==> src/rtl/pipe_stage_chain.sv <==
// Parametrised pipeline-register chain carrying ctrl/data with per-stage valid,
// stall/flush handling and saturating stall/bubble performance counters.
module pipe_stage_chain #(
  parameter int CTRL_W = 2,
  parameter int DATA_W = 69,
  parameter int DEPTH  = 1,
  parameter int CNT_W  = 16
) (
  input  logic                       clk_i,
  input  logic                       rst_i,
  input  logic                       stall_i,
  input  logic                       flush_i,
  input  logic                       cnt_clr_i,
  input  logic                       valid_i,
  input  logic [CTRL_W-1:0]          ctrl_i,
  input  logic [DATA_W-1:0]          data_i,
  output logic                       valid_o,
  output logic [CTRL_W-1:0]          ctrl_o,
  output logic [DATA_W-1:0]          data_o,
  output logic [$clog2(DEPTH+1)-1:0] occupancy_o,
  output logic [CNT_W-1:0]           stall_cnt_o,
  output logic [CNT_W-1:0]           bubble_cnt_o
);

  localparam int OCC_W = $clog2(DEPTH+1);
  localparam logic [CNT_W-1:0] CNT_MAX = '1;

  if (DEPTH < 1) begin : g_bad_depth
    $error("pipe_stage_chain: DEPTH must be >= 1");
  end

  logic              valid_reg  [DEPTH];
  logic [CTRL_W-1:0] ctrl_reg   [DEPTH];
  logic [DATA_W-1:0] data_reg   [DEPTH];
  logic              valid_next [DEPTH];
  logic [CTRL_W-1:0] ctrl_next  [DEPTH];
  logic [DATA_W-1:0] data_next  [DEPTH];

  logic              src_valid [DEPTH];
  logic [CTRL_W-1:0] src_ctrl  [DEPTH];
  logic [DATA_W-1:0] src_data  [DEPTH];

  logic advance;
  assign advance = !flush_i && !stall_i;

  genvar gi;
  generate
    for (gi = 0; gi < DEPTH; gi++) begin : g_stage
      if (gi == 0) begin : g_head
        // Gating ctrl at entry keeps every invalid stage's ctrl at zero.
        assign src_valid[gi] = valid_i;
        assign src_ctrl[gi]  = valid_i ? ctrl_i : '0;
        assign src_data[gi]  = data_i;
      end else begin : g_body
        assign src_valid[gi] = valid_reg[gi-1];
        assign src_ctrl[gi]  = ctrl_reg[gi-1];
        assign src_data[gi]  = data_reg[gi-1];
      end

      always_comb begin
        valid_next[gi] = valid_reg[gi];
        ctrl_next[gi]  = ctrl_reg[gi];
        data_next[gi]  = data_reg[gi];
        if (flush_i) begin
          valid_next[gi] = 1'b0;
          ctrl_next[gi]  = '0;
        end else if (!stall_i) begin
          valid_next[gi] = src_valid[gi];
          ctrl_next[gi]  = src_ctrl[gi];
          data_next[gi]  = src_data[gi];
        end
      end
    end
  endgenerate

  always_ff @(posedge clk_i) begin
    for (int k = 0; k < DEPTH; k++) begin
      if (rst_i) begin
        valid_reg[k] <= 1'b0;
        ctrl_reg[k]  <= '0;
        data_reg[k]  <= '0;
      end else begin
        valid_reg[k] <= valid_next[k];
        ctrl_reg[k]  <= ctrl_next[k];
        data_reg[k]  <= data_next[k];
      end
    end
  end

  assign valid_o = valid_reg[DEPTH-1];
  assign ctrl_o  = ctrl_reg[DEPTH-1];
  assign data_o  = data_reg[DEPTH-1];

  always_comb begin
    occupancy_o = '0;
    for (int k = 0; k < DEPTH; k++) begin
      occupancy_o = occupancy_o + OCC_W'(valid_reg[k]);
    end
  end

  logic [CNT_W-1:0] stall_cnt_reg;
  logic [CNT_W-1:0] bubble_cnt_reg;

  // Stall cycles are counted even when a flush overrides the hold.
  always_ff @(posedge clk_i) begin
    if (rst_i || cnt_clr_i) begin
      stall_cnt_reg  <= '0;
      bubble_cnt_reg <= '0;
    end else begin
      if (stall_i && stall_cnt_reg != CNT_MAX) begin
        stall_cnt_reg <= stall_cnt_reg + 1'b1;
      end
      if (advance && !valid_reg[DEPTH-1] && bubble_cnt_reg != CNT_MAX) begin
        bubble_cnt_reg <= bubble_cnt_reg + 1'b1;
      end
    end
  end

  assign stall_cnt_o  = stall_cnt_reg;
  assign bubble_cnt_o = bubble_cnt_reg;

endmodule

==> config.mk <==
export PLATFORM = sky130hd
export DESIGN_NAME = pipe_stage_chain
export DESIGN_NICKNAME = d
export VERILOG_FILES = /design/src/rtl/pipe_stage_chain.sv
export SDC_FILE = /design/constraint.sdc
export NUM_CORES = 1
export LEC_CHECK = 0
export ABC_AREA = 1
export BUFFER_PORTS_ARGS = -buffer_cell sky130_fd_sc_hd__clkbuf_2
export CAP_MARGIN = 5
export CORE_UTILIZATION = 25
export CTS_CLUSTER_DIAMETER = 80
export DETAILED_ROUTE_END_ITERATION = 12
export PLACE_DENSITY = 0.49
export SLEW_MARGIN = 30
export SYNTH_ARGS = -nofsm -noshare
export SYNTH_HDL_FRONTEND = slang
export SYNTH_SLANG_ARGS = --single-unit
==> constraint.sdc <==
create_clock -name clk_i -period 1.6 [get_ports clk_i]
set_input_delay 0.08 -clock clk_i [delete_from_list [all_inputs] [get_ports clk_i]]
set_output_delay 0.08 -clock clk_i [all_outputs]
set_load 0.05 [all_outputs]
==> run metrics <==
Crit path arrival time 1620 ps; Final ANT Viol Nets 0; largest net degree at the start of global routing 66; Cell Area, Placed 0.00568 mm^2; Syn. warnings 0; share of post-route cells with drive strength above 1 0.317; count of final max-slew check failures 0; initial core utilization 0.257; Setup CP Type flip-flop to flip-flop; FF-to-FF setup slack 230 ps; fin crit period 1370 ps; clk_lat worst skew 350 ps; Sink Count 104; FF-to-FF Start bubble_cnt_o[0]$_SDFFE_PP0P_; routed vias 4642; Die Y 136 um; FMAX 727 MHz; RSZ-0062 raised after global routing no; Worst setup EP type flip-flop; Worst Tran Pin Value 421 ps; First-pass DRT Iterations 4; Max clock buf depth 2; ANT cells 0; nets@finish 950; first-pass GRT wire length 21500 um; Rel. slew slack 0.719; DR vias/cell 4.22; gr usage total 0.148; pwr/cell area 919 mW/mm^2; initial antenna violation count 0; routed len/inst 12.1 um; Largest register FFs 69; P_leak 3.02 nW; register area share after synthesis 0.466; worst setup margin 225 ps; pre-CTS setup slack 115 ps; Max Cap Viol 0; residual DRC count 0; FF+latch count, synth 104; post_cts resized 0; status finished clean; Final Wtd Congestion 0.772; Hold EP valid_reg[0]$_SDFFE_PP0N_; Port Buffers 181; grt met2 use 0.238; DR iter-0 viols 165; met1 usage 0.180; Die Width 136 um; Post-Synthesis Cells 617; Filler cells 1807; fin crit share 0.859; CTS HTree Levels 3; cells on worst reg2reg path 7; Synth Net Count 696; GRT Max-Usage Layer met2; commonest non-fill, non-tap cell in the layout nor2_1; Data required, critical path 1850 ps; TritonCTS buffer count 9; syn avg cell area 7.24 um^2; worst r2r dst bubble_cnt_o[11]$_SDFFE_PP0P_; Critical Path Source Type flip-flop; gr ovfl total 0; post-detail-place hpwl 8770 um; commonest cells after routing, fill and taps aside nor2_1 (206), clkbuf_2 (181), dfxtp_1 (87); Cell Rows 48; Layout Cells excl Fill 1101; Final Skew 4.53 ps; die area 0.0184 mm^2; total placed cells including tap cells 1013; vias in the first global route 4520; hold path startpoint valid_i; hold_ws 24.3 ps; final setup fails 0; VDD IR max 483 uV; HP Class primary input to flip-flop; Multi-input gate area 0.00211 mm^2; IO Pins 182; Max FO, Critical Path 8; clock-pin slew on the worst setup and hold paths 80 ps; final hold vios 0; CTS Root Cell clkbuf_16; core box area 0.0174 mm^2; Layout area overhead 50.0%; hold path depth 3; CTS tree yes; Post-Synthesis Cell Area 0.00447 mm^2; final WL 13300 um; final instance area 0.00670 mm^2; register area 0.00210 mm^2; M3 GR Usage 0.0382; Yosys cell types 28
==> kinds of logic after synthesis <==
| logic type | after synthesis | synth area share |
|---|---|---|
| and+or+nand+nor | 359 | 0.360 |
| DFF | 104 | 0.466 |
| AOI/OAI and AO/OA | 95 | 0.106 |
| buffers and inverters | 57 | 0.0619 |
| adders and majority gates | 2 | 0.00560 |
==> through the flow <==
step           TNS [ps]  utilization  power, mW
2_1_floorplan     -5.47            -       3.48
3_3_place_gp          0        0.327       3.77
3_5_place_dp          0        0.327       3.77
4_1_cts               0        0.386       6.23
5_1_grt               0        0.386       6.42
6_report              0        0.386       6.16
==> synth_stat cells, drive strengths merged <==
| master | count | share of area |
|---|---|---|
| buf | 17 | 0.028 |
| inv | 28 | 0.024 |
| nor2 | 227 | 0.21 |
| nand2 | 90 | 0.083 |
| nor3 | 2 | 0.0034 |
| clkbuf | 12 | 0.010 |
| o21ai | 70 | 0.078 |
| ha | 2 | 0.0056 |
| dfxtp | 104 | 0.47 |
| nand3 | 36 | 0.053 |
| nand4 | 4 | 0.010 |
| a21oi | 25 | 0.028 |
==> final cells by class <==
type | count | area share
Inverter | 28 | 0.0161
Tap cell | 225 | 0.0420
Sequential cell | 104 | 0.314
Clock inverter | 7 | 0.0121
Multi-Input combinational cell | 456 | 0.315
Clock buffer | 9 | 0.0336
Timing Repair Buffer | 272 | 0.267
==> metal layers <==
layer / vias to the layer above / part of all wire
met4: 0 / 0.028
met3: 28 / 0.056
li1: 2468 / -
met1: 2020 / 0.45
met5: - / 0
met2: 126 / 0.46
==> critical path, cell delays in order, from the launching register on <==
cell     delay, ps
dfxtp_2        370
ha_1           190
inv_1           70
nor2_4         130
nand4_4        110
buf_4          190
a21oi_1        150
nor2_1          60
==> power breakdown <==
group,switching [mW],internal [mW],leakage (nW)
logic,0.727,0.345,2.02
registers,0.0619,2.71,0.861
clock network,1.09,1.23,0.140
total,1.88,4.28,3.02
==> what timing repair did <==
action	in CTS	in global routing
hold buffers	71	0
endpoints found under the hold margin	71	0
setup endpoints to repair	0	6
buffers inserted	0	1
==> worst max path at each step <==
stage,startpoint,endpoint,cells after the start
6_report,bubble_cnt_o[0]$_SDFFE_PP0P_,bubble_cnt_o[11]$_SDFFE_PP0P_,7
5_1_grt,bubble_cnt_o[0]$_SDFFE_PP0P_,bubble_cnt_o[12]$_SDFFE_PP0P_,9
4_1_cts,bubble_cnt_o[0]$_SDFFE_PP0P_,bubble_cnt_o[3]$_SDFFE_PP0P_,7
3_5_place_dp,bubble_cnt_o[0]$_SDFFE_PP0P_,bubble_cnt_o[3]$_SDFFE_PP0P_,7
3_3_place_gp,bubble_cnt_o[0]$_SDFFE_PP0P_,bubble_cnt_o[2]$_SDFFE_PP0P_,7
2_1_floorplan,bubble_cnt_o[8]$_SDFFE_PP0P_,bubble_cnt_o[9]$_SDFFE_PP0P_,6
No activity file was read; power rests on OpenSTA's default activity.
